==> src/rtl/pipelined_carry_select_adder_pkg.sv <==
// Shared helpers for the pipelined carry-select adder: stage count and geometry check.
package pipelined_carry_select_adder_pkg;

  // Number of BLOCK-bit segments (and therefore pipeline stages) for a given width.
  function automatic int nb(input int width, input int block);
    return (block > 0) ? (width / block) : 1;
  endfunction

  function automatic bit width_ok(input int width, input int block);
    return (block > 0) && (width >= block) && ((width % block) == 0);
  endfunction

endpackage

==> src/rtl/pipelined_carry_select_adder_block.sv <==
// One carry-select segment: both carry hypotheses are summed, the incoming carry picks one.
// With PCSA_OVF_EN defined it also reports the carry into its top bit.
module pipelined_carry_select_adder_block #(
  parameter int BLOCK = 4
) (
  input  logic [BLOCK-1:0] i_a,
  input  logic [BLOCK-1:0] i_b,
  input  logic             i_ci,
  output logic [BLOCK-1:0] o_s,
  output logic             o_co
`ifdef PCSA_OVF_EN
  ,
  output logic             o_c_top
`endif
);

  localparam logic [BLOCK:0] ONE = {{BLOCK{1'b0}}, 1'b1};

  logic [BLOCK:0] w_sum0;
  logic [BLOCK:0] w_sum1;

  assign w_sum0 = {1'b0, i_a} + {1'b0, i_b};
  assign w_sum1 = {1'b0, i_a} + {1'b0, i_b} + ONE;
  assign {o_co, o_s} = i_ci ? w_sum1 : w_sum0;

`ifdef PCSA_OVF_EN
  // The carry into the top bit falls out of the top sum bit and its two addend bits.
  assign o_c_top = o_s[BLOCK-1] ^ i_a[BLOCK-1] ^ i_b[BLOCK-1];
`endif

endmodule

==> src/rtl/pipelined_carry_select_adder.sv <==
// Pipelined add/subtract unit: one carry-select segment per stage, valid/ready on both sides.
// Optional signed-overflow output is enabled by defining PCSA_OVF_EN.
module pipelined_carry_select_adder
  import pipelined_carry_select_adder_pkg::*;
#(
  parameter int WIDTH = 8,
  parameter int BLOCK = 4
) (
  input  logic             clk,
  input  logic             rst_n,
  input  logic             in_valid,
  output logic             in_ready,
  input  logic [WIDTH-1:0] a,
  input  logic [WIDTH-1:0] b,
  input  logic             cin,
  input  logic             sub,
  output logic             out_valid,
  input  logic             out_ready,
  output logic [WIDTH-1:0] sum,
  output logic             cout
`ifdef PCSA_OVF_EN
  ,
  output logic             ovf
`endif
);

  localparam int NB = nb(WIDTH, BLOCK);

  typedef struct packed {
    logic             carry;
    logic [WIDTH-1:0] sum;
    logic [WIDTH-1:0] a;
    logic [WIDTH-1:0] b;
`ifdef PCSA_OVF_EN
    logic             ovf;
`endif
  } payload_t;

  if (!width_ok(WIDTH, BLOCK)) begin : g_bad_geometry
    $error("pipelined_carry_select_adder: WIDTH (%0d) must be a positive multiple of BLOCK (%0d)",
           WIDTH, BLOCK);
  end

  // Index s is the payload entering stage s; index s+1 is what stage s holds.
  payload_t [NB:0] w_pl_in;
  logic     [NB:0] w_v_in;
  logic     [NB:0] w_rdy;
  payload_t        w_head;
  logic            w_unused_tail;

  always_comb begin
    w_head       = '0;
    w_head.a     = a;
    w_head.b     = b ^ {WIDTH{sub}};
    w_head.carry = cin ^ sub;
  end

  assign w_pl_in[0] = w_head;
  assign w_v_in[0]  = in_valid;
  assign w_rdy[NB]  = out_ready;
  assign in_ready   = w_rdy[0];

  genvar gi;
  generate
    for (gi = 0; gi < NB; gi++) begin : g_stage
      payload_t         r_pl;
      logic             r_valid;
      payload_t         w_nx;
      logic [BLOCK-1:0] w_seg;
      logic             w_co;
`ifdef PCSA_OVF_EN
      logic             w_ctop;
`endif

      // A stage may take new data when empty or when its own content moves on this cycle.
      assign w_rdy[gi] = !r_valid || w_rdy[gi+1];

      pipelined_carry_select_adder_block #(.BLOCK(BLOCK)) u_seg (
        .i_a     (w_pl_in[gi].a[gi*BLOCK +: BLOCK]),
        .i_b     (w_pl_in[gi].b[gi*BLOCK +: BLOCK]),
        .i_ci    (w_pl_in[gi].carry),
        .o_s     (w_seg),
        .o_co    (w_co)
`ifdef PCSA_OVF_EN
        ,
        .o_c_top (w_ctop)
`endif
      );

      always_comb begin
        w_nx                       = w_pl_in[gi];
        w_nx.carry                 = w_co;
        w_nx.sum[gi*BLOCK +: BLOCK] = w_seg;
`ifdef PCSA_OVF_EN
        w_nx.ovf = (gi == NB - 1) ? (w_ctop ^ w_co) : w_pl_in[gi].ovf;
`endif
      end

      always_ff @(posedge clk or negedge rst_n) begin
        if (!rst_n) begin
          r_valid <= 1'b0;
          r_pl    <= '0;
        end else if (w_rdy[gi]) begin
          r_valid <= w_v_in[gi];
          if (w_v_in[gi]) begin
            r_pl <= w_nx;
          end
        end
      end

      assign w_pl_in[gi+1] = r_pl;
      assign w_v_in[gi+1]  = r_valid;
    end
  endgenerate

  assign out_valid = w_v_in[NB];
  assign sum       = w_pl_in[NB].sum;
  assign cout      = w_pl_in[NB].carry;
`ifdef PCSA_OVF_EN
  assign ovf       = w_pl_in[NB].ovf;
`endif

  // Operands are fully consumed by the last segment; nothing downstream needs them.
  assign w_unused_tail = ^{w_pl_in[NB].a, w_pl_in[NB].b};

endmodule

==> config.mk <==
export PLATFORM = sky130hd
export DESIGN_NAME = pipelined_carry_select_adder
export DESIGN_NICKNAME = d
export VERILOG_FILES = /design/src/rtl/pipelined_carry_select_adder_pkg.sv /design/src/rtl/pipelined_carry_select_adder_block.sv /design/src/rtl/pipelined_carry_select_adder.sv
export SDC_FILE = /design/constraint.sdc
export NUM_CORES = 1
export LEC_CHECK = 0
export ABC_AREA = 1
export CAP_MARGIN = 30
export CORE_MARGIN = 3
export CORE_UTILIZATION = 25
export CTS_BUF_LIST = sky130_fd_sc_hd__clkbuf_4
export DETAILED_ROUTE_END_ITERATION = 10
export PLACE_DENSITY_LB_ADDON = 0.12
export SETUP_SLACK_MARGIN = 0.2
export SYNTH_ARGS = -nofsm -noshare
export SYNTH_HDL_FRONTEND = slang
export SYNTH_SLANG_ARGS = --single-unit
==> constraint.sdc <==
create_clock -name clk -period 1.9 [get_ports clk]
set_input_delay 0.19 -clock clk [delete_from_list [all_inputs] [get_ports clk]]
set_output_delay 0.19 -clock clk [all_outputs]
set_load 0.005 [all_outputs]
==> impl_metrics.toml, run 1 <==
[sta]
slew_violations = 0
timing.slew.headroom = 0.740
period_needed_ns = 1.82
tightestPinTransition_ns = 0.389
fin_crit_sh = 0.959
finalHoldViolCount = 0
skew_ns = 0.00666
rsz0062_at_grt = "true"
setup_viol = 0
fmax_ghz = 0.549

[setup_path]
arrival_ns = 2.04
cpLargestDelayFamily = "adder cells"
cp_num_buf_inv = 0
endpoint_kind = "flip-flop"
cpPeakStageDelay_ns = 0.51
startpoint_type = "flip-flop"
critPathRequiredTime_ns = 2.12
cpMaxStageDelayCell = "fa_1"
path_max_fanout = 3
path_cells = "ha_2 -> fa_1 -> ha_2 -> nand2_2 -> nor2_4 -> nand4_1 -> nand3_1 -> nand2_1"
crit_path_frequent_cell = "ha_2"
crit_type = "reg -> reg"

[placed_design]
dp.cells = 290
dp_hpwl_um = 2330
post_dp_cell_area_mm2 = 0.00194
portBuffers = 32
gp_congestion = 0.722

[grt]
grt_pass1_wl_um = 5110
grt_max_degree = 25
overflow = 0
grt_pass1_vias = 1161
grt_use_total = 0.0868
antenna_found_initial = 0

[floorplan]
die_area_mm2 = 0.00702
core_mm2 = 0.00568
start_util = 0.267
chipWidth_um = 83.8
pin_count = 33
placementRows = 27
die_h_um = 83.8

[clocking]
tritoncts = "built"
cts_buffers = 3
insertion_delay_ns = 0.31
htreeDepth = 1
cts_buffer_depth = 2
clk_pin_slew_worst_paths_ns = 0.13
cts_num_sinks = 24
root_buffer = "clkbuf_4"
ctsHoldBuffers = 0

[drt]
drt_iter0_drc = 27
drtPass1Iterations = 4
post-route-drc-count = 0
wirelength_um = 2930
viasPerCell = 4.00
ant_nets = 0
wl_per_cell_um = 9.78
num_vias = 1201

[layout]
post_layout_nonfiller_instances = 300
diodes = 0
final_cell_mix = "nand2_1, clkdlybuf4s50_1, dfrtp_1, inv_1"
layout-drive-gt1-share = 0.180
layout_commonest_cell = "nand2_1"
final_cell_area_mm2 = 0.00208
syn2layout_area_growth_pct = 37.6
nets = 263

[logic_synthesis]
synth-seq-cells = 24
synth_nets = 218
synth_warnings = 0
syn_inst = 184
avgSynthCellArea_um2 = 8.22
syn-cell-area_mm2 = 0.00151
yosysUniqueCellTypes = 26
yosysTopAreaCell = "dfrtp_1"
synth_seq_area_share = 0.397
synth_area_leaders = "dfrtp_1, nand2_1, ha_1, inv_1, nand3_1"
synth_top_area_share = 0.397

[power]
pwr-share-seq = 0.401
power_frac_comb = 0.476
swShare = 0.356
powerDensity_mw_per_mm2 = 890
internal-power_mw = 1.19
leakage_nw = 1.04
totalPowerFinal_mw = 1.85
irDropWorstVdd_v = 0.000392
switchingPower_mw = 0.659
clkPwrFrac = 0.122

[run_status]
status = "complete, no violations"

[min_path]
min_path_type = "in -> async"

[job]
maxCapViolCount = 0
[worst paths after layout]
kind / from / endpoint / slack, ns / depth (start not counted)
max: g_stage[0].r_pl[4] / cout / 0.08 / 8
min: rst_n / sum[7] / 0.24 / 2
max reg2reg: g_stage[0].r_pl[4] / cout / 0.08 / 8
min reg2reg: sum[5] / sum[5] / 0.50 / 2
max in group asynchronous: rst_n / g_stage[0].r_pl[19] / 1.42 / 2
min in group clk: a[0] / g_stage[0].r_pl[16] / 0.37 / 4
[synthesized netlist by cell type, drive strengths merged]
library cell	n
nand2	71
dfrtp	24
inv	22
nand3	12
o21ai	12
ha	10
nor2	7
xnor2	6
a21oi	4
xor2	4
buf	3
fa	2
o31ai	2
clkbuf	1
nand3b	1
nand4	1
nor3	1
or2	1
[area by class of cell]
| class | instances | area [um2] |
|---|---|---|
| clock inverter | 1 | 3.75 |
| tap | 72 | 90.1 |
| sequential | 24 | 601 |
| clock buffer | 3 | 22.5 |
| inverter | 22 | 87.6 |
| fill | 628 | 3590 |
| multi-input combinational | 134 | 863 |
| timing repair buffer | 44 | 413 |
[repair_timing]
item                       in CTS  in global routing
buffers inserted                5                  1
pin swaps                       8                  8
gates resized for setup         5                 16
setup endpoints to repair       8                  7
[kinds of logic (layout without fill, tap and decap cells)]
logic type	Yosys count	after routing	synth area share
buffers and inverters	26	70	0.0852
and+or+nand+nor	94	94	0.283
adders and majority gates	12	12	0.109
xor gates and xnor gates	10	10	0.0629
AOI/OAI and AO/OA	18	18	0.0629
DFF	24	24	0.397
[metrics by stage]
stage                     setup WS (ns)  utilization  hold slack (ns)  TNS, ns
after floorplan                   0.134            -           -0.106        0
after global placement           -0.324        0.341            0.463    -1.21
after detailed placement         -0.371        0.341            0.470    -1.37
after CTS                        0.0590        0.354            0.234        0
after global routing            -0.0323        0.367            0.232  -0.0323
final                            0.0777        0.367            0.235        0
[routing by layer]
layer | track usage | vias to the layer above | wire length, um | share of wire
met1 | 0.117 | 513 | 1520 | 0.52
li1 | - | 665 | - | -
met4 | 0.0351 | 0 | 0 | 0
met2 | 0.137 | 23 | 1310 | 0.44
met3 | 0.0158 | 0 | 105 | 0.036
met5 | 0 | - | 0 | 0
[power by group through the flow]
stage / Sequential, mW / Combinational, mW / Clock (mW)
6_report: 0.744 / 0.883 / 0.226
2_1_floorplan: 0.747 / 0.451 / 0
3_5_place_dp: 0.757 / 0.781 / 0
4_1_cts: 0.746 / 0.823 / 0.243
5_1_grt: 0.766 / 1.00 / 0.267
3_3_place_gp: 0.750 / 0.778 / 0
[flip-flops by register name, summed over array words and instances (netlist names)]
name             count
sum                  8
cout                 1
out_valid            1
g_stage.r_pl        13
g_stage.r_valid      1
Power figures use the tool's default switching activity.
==> run 2: changes to the inputs <==
--- a/config.mk
+++ b/config.mk
@@ -10,3 +10,3 @@
 export CORE_MARGIN = 3
-export CORE_UTILIZATION = 25
+export CORE_UTILIZATION = 47
 export CTS_BUF_LIST = sky130_fd_sc_hd__clkbuf_4
--- a/constraint.sdc
+++ b/constraint.sdc
@@ -3,2 +3,2 @@
 set_output_delay 0.19 -clock clk [all_outputs]
-set_load 0.005 [all_outputs]
+set_load 0.1 [all_outputs]
==> impl_metrics.toml, run 2 (synthesis results as in run 1) <==
[run_status]
status = "finished, violations left"
violations = "setup timing"

[setup_path]
endpoint_kind = "flip-flop"
crit_type = "reg -> reg"
cp_num_buf_inv = 0
cpMaxStageDelayCell = "fa_2"
cpLargestDelayFamily = "adder cells"
startpoint_type = "flip-flop"
arrival_ns = 2.19
crit_path_frequent_cell = "ha_4"
cpPeakStageDelay_ns = 0.57
path_cells = "ha_4 -> fa_2 -> ha_4 -> nand2_4 -> nor2_4 -> nand4_1 -> nand3_1 -> nand2_1"
path_max_fanout = 3
critPathRequiredTime_ns = 2.14

[floorplan]
chipWidth_um = 62.7
die_h_um = 62.7
core_mm2 = 0.00290
start_util = 0.522
placementRows = 19
pin_count = 33
die_area_mm2 = 0.00394

[clocking]
clk_pin_slew_worst_paths_ns = 0.14
htreeDepth = 1
tritoncts = "built"
cts_buffer_depth = 2
insertion_delay_ns = 0.33
cts_num_sinks = 24
root_buffer = "clkbuf_4"
cts_buffers = 3

[drt]
num_vias = 1355
ant_nets = 0
post-route-drc-count = 0
drtPass1Iterations = 4
viasPerCell = 4.98
drt_iter0_drc = 51
wirelength_um = 3500
wl_per_cell_um = 12.9

[placed_design]
pre_cts_ws_ns = -0.399
portBuffers = 32
post_dp_cell_area_mm2 = 0.00190
dp.cells = 260
gp_congestion = 0.753
dp_hpwl_um = 2360

[layout]
layout_commonest_cell = "nand2_1"
postLayoutCoreUtil = 0.732
largest_reg_flops = 13
layout-drive-gt1-share = 0.270
largest-register = "g_stage.r_pl"
nets = 265
final_cell_mix = "nand2_1, dfrtp_1, buf_4, inv_1, clkdlybuf4s50_1"
diodes = 0
final_cell_area_mm2 = 0.00212
post_layout_nonfiller_instances = 272
syn2layout_area_growth_pct = 40.3

[grt]
overflow = 0
grt_use_total = 0.171
grt_pass1_wl_um = 5510
grt_pass1_vias = 1321
grt_max_degree = 16
antenna_found_initial = 0

[sta]
rsz0062_at_grt = "true"
slew_violations = 0
fmax_ghz = 0.512
timing.slew.headroom = 0.658
finalSetupTns_ns = -0.0548
period_needed_ns = 1.95
finalHoldViolCount = 0
fin_crit_sh = 1.03
setup_viol = 1
worst_slack_ns = -0.0548
tightestPinTransition_ns = 0.511
skew_ns = 0.00939

[power]
pwr-share-seq = 0.276
clkPwrFrac = 0.138
switchingPower_mw = 1.39
power_frac_comb = 0.587
swShare = 0.508
leakage_nw = 1.08
powerDensity_mw_per_mm2 = 1290
internal-power_mw = 1.35
irDropWorstVdd_v = 0.000470

[min_path]
min_path_type = "in -> async"

[job]
maxCapViolCount = 0
[run 2: routing by layer]
metal  wire length [um]  global-route usage  vias up
li1                   -                   -      670
met1               1360               0.203      630
met2               1870               0.313       48
met3                193              0.0234        7
met4                 68              0.0634        0
met5                  0                   0        -
[run 2: through the flow]
step | hold slack, ns | power [mW]
global route | 0.199 | 2.89
global placement | 0.460 | 2.13
CTS | 0.179 | 2.60
floorplan | -0.106 | 1.85
detailed placement | 0.470 | 2.17
finish | 0.176 | 2.74
[run 2: final cells by class]
cell class / count / area, um2
multi-input combinational: 134 / 912
fill: 237 / 778
sequential: 24 / 604
timing repair buffer: 46 / 413
inverter: 22 / 87.6
tap: 42 / 52.6
clock inverter: 1 / 30.0
clock buffer: 3 / 22.5
[run 2: worst paths after layout]
check	startpoint	endpoint	slack (ns)	depth (start not counted)
setup reg to reg	g_stage[0].r_pl[4]	cout	-0.05	8
hold reg to reg	sum[7]	sum[7]	0.50	2
min in group clk	a[5]	g_stage[0].r_pl[13]	0.38	3
max in group asynchronous	rst_n	g_stage[0].r_pl[17]	1.14	2
setup / recovery	g_stage[0].r_pl[4]	cout	-0.05	8
hold / removal	rst_n	out_valid	0.18	1
[run 2: timing repair]
action	in CTS	in global routing
setup buffers	3	5
hold buffers	0	0
endpoints found under the setup margin	8	7
hold endpoints to repair	0	0
pin swaps	4	17
gates resized for setup	6	25
[run 2: power groups by stage]
stage	combinational [mW]	sequential, mW	clock, mW
3_3_place_gp	1.38	0.749	0
5_1_grt	1.72	0.782	0.393
6_report	1.61	0.757	0.378
4_1_cts	1.46	0.751	0.384
2_1_floorplan	0.469	1.38	0
3_5_place_dp	1.41	0.761	0
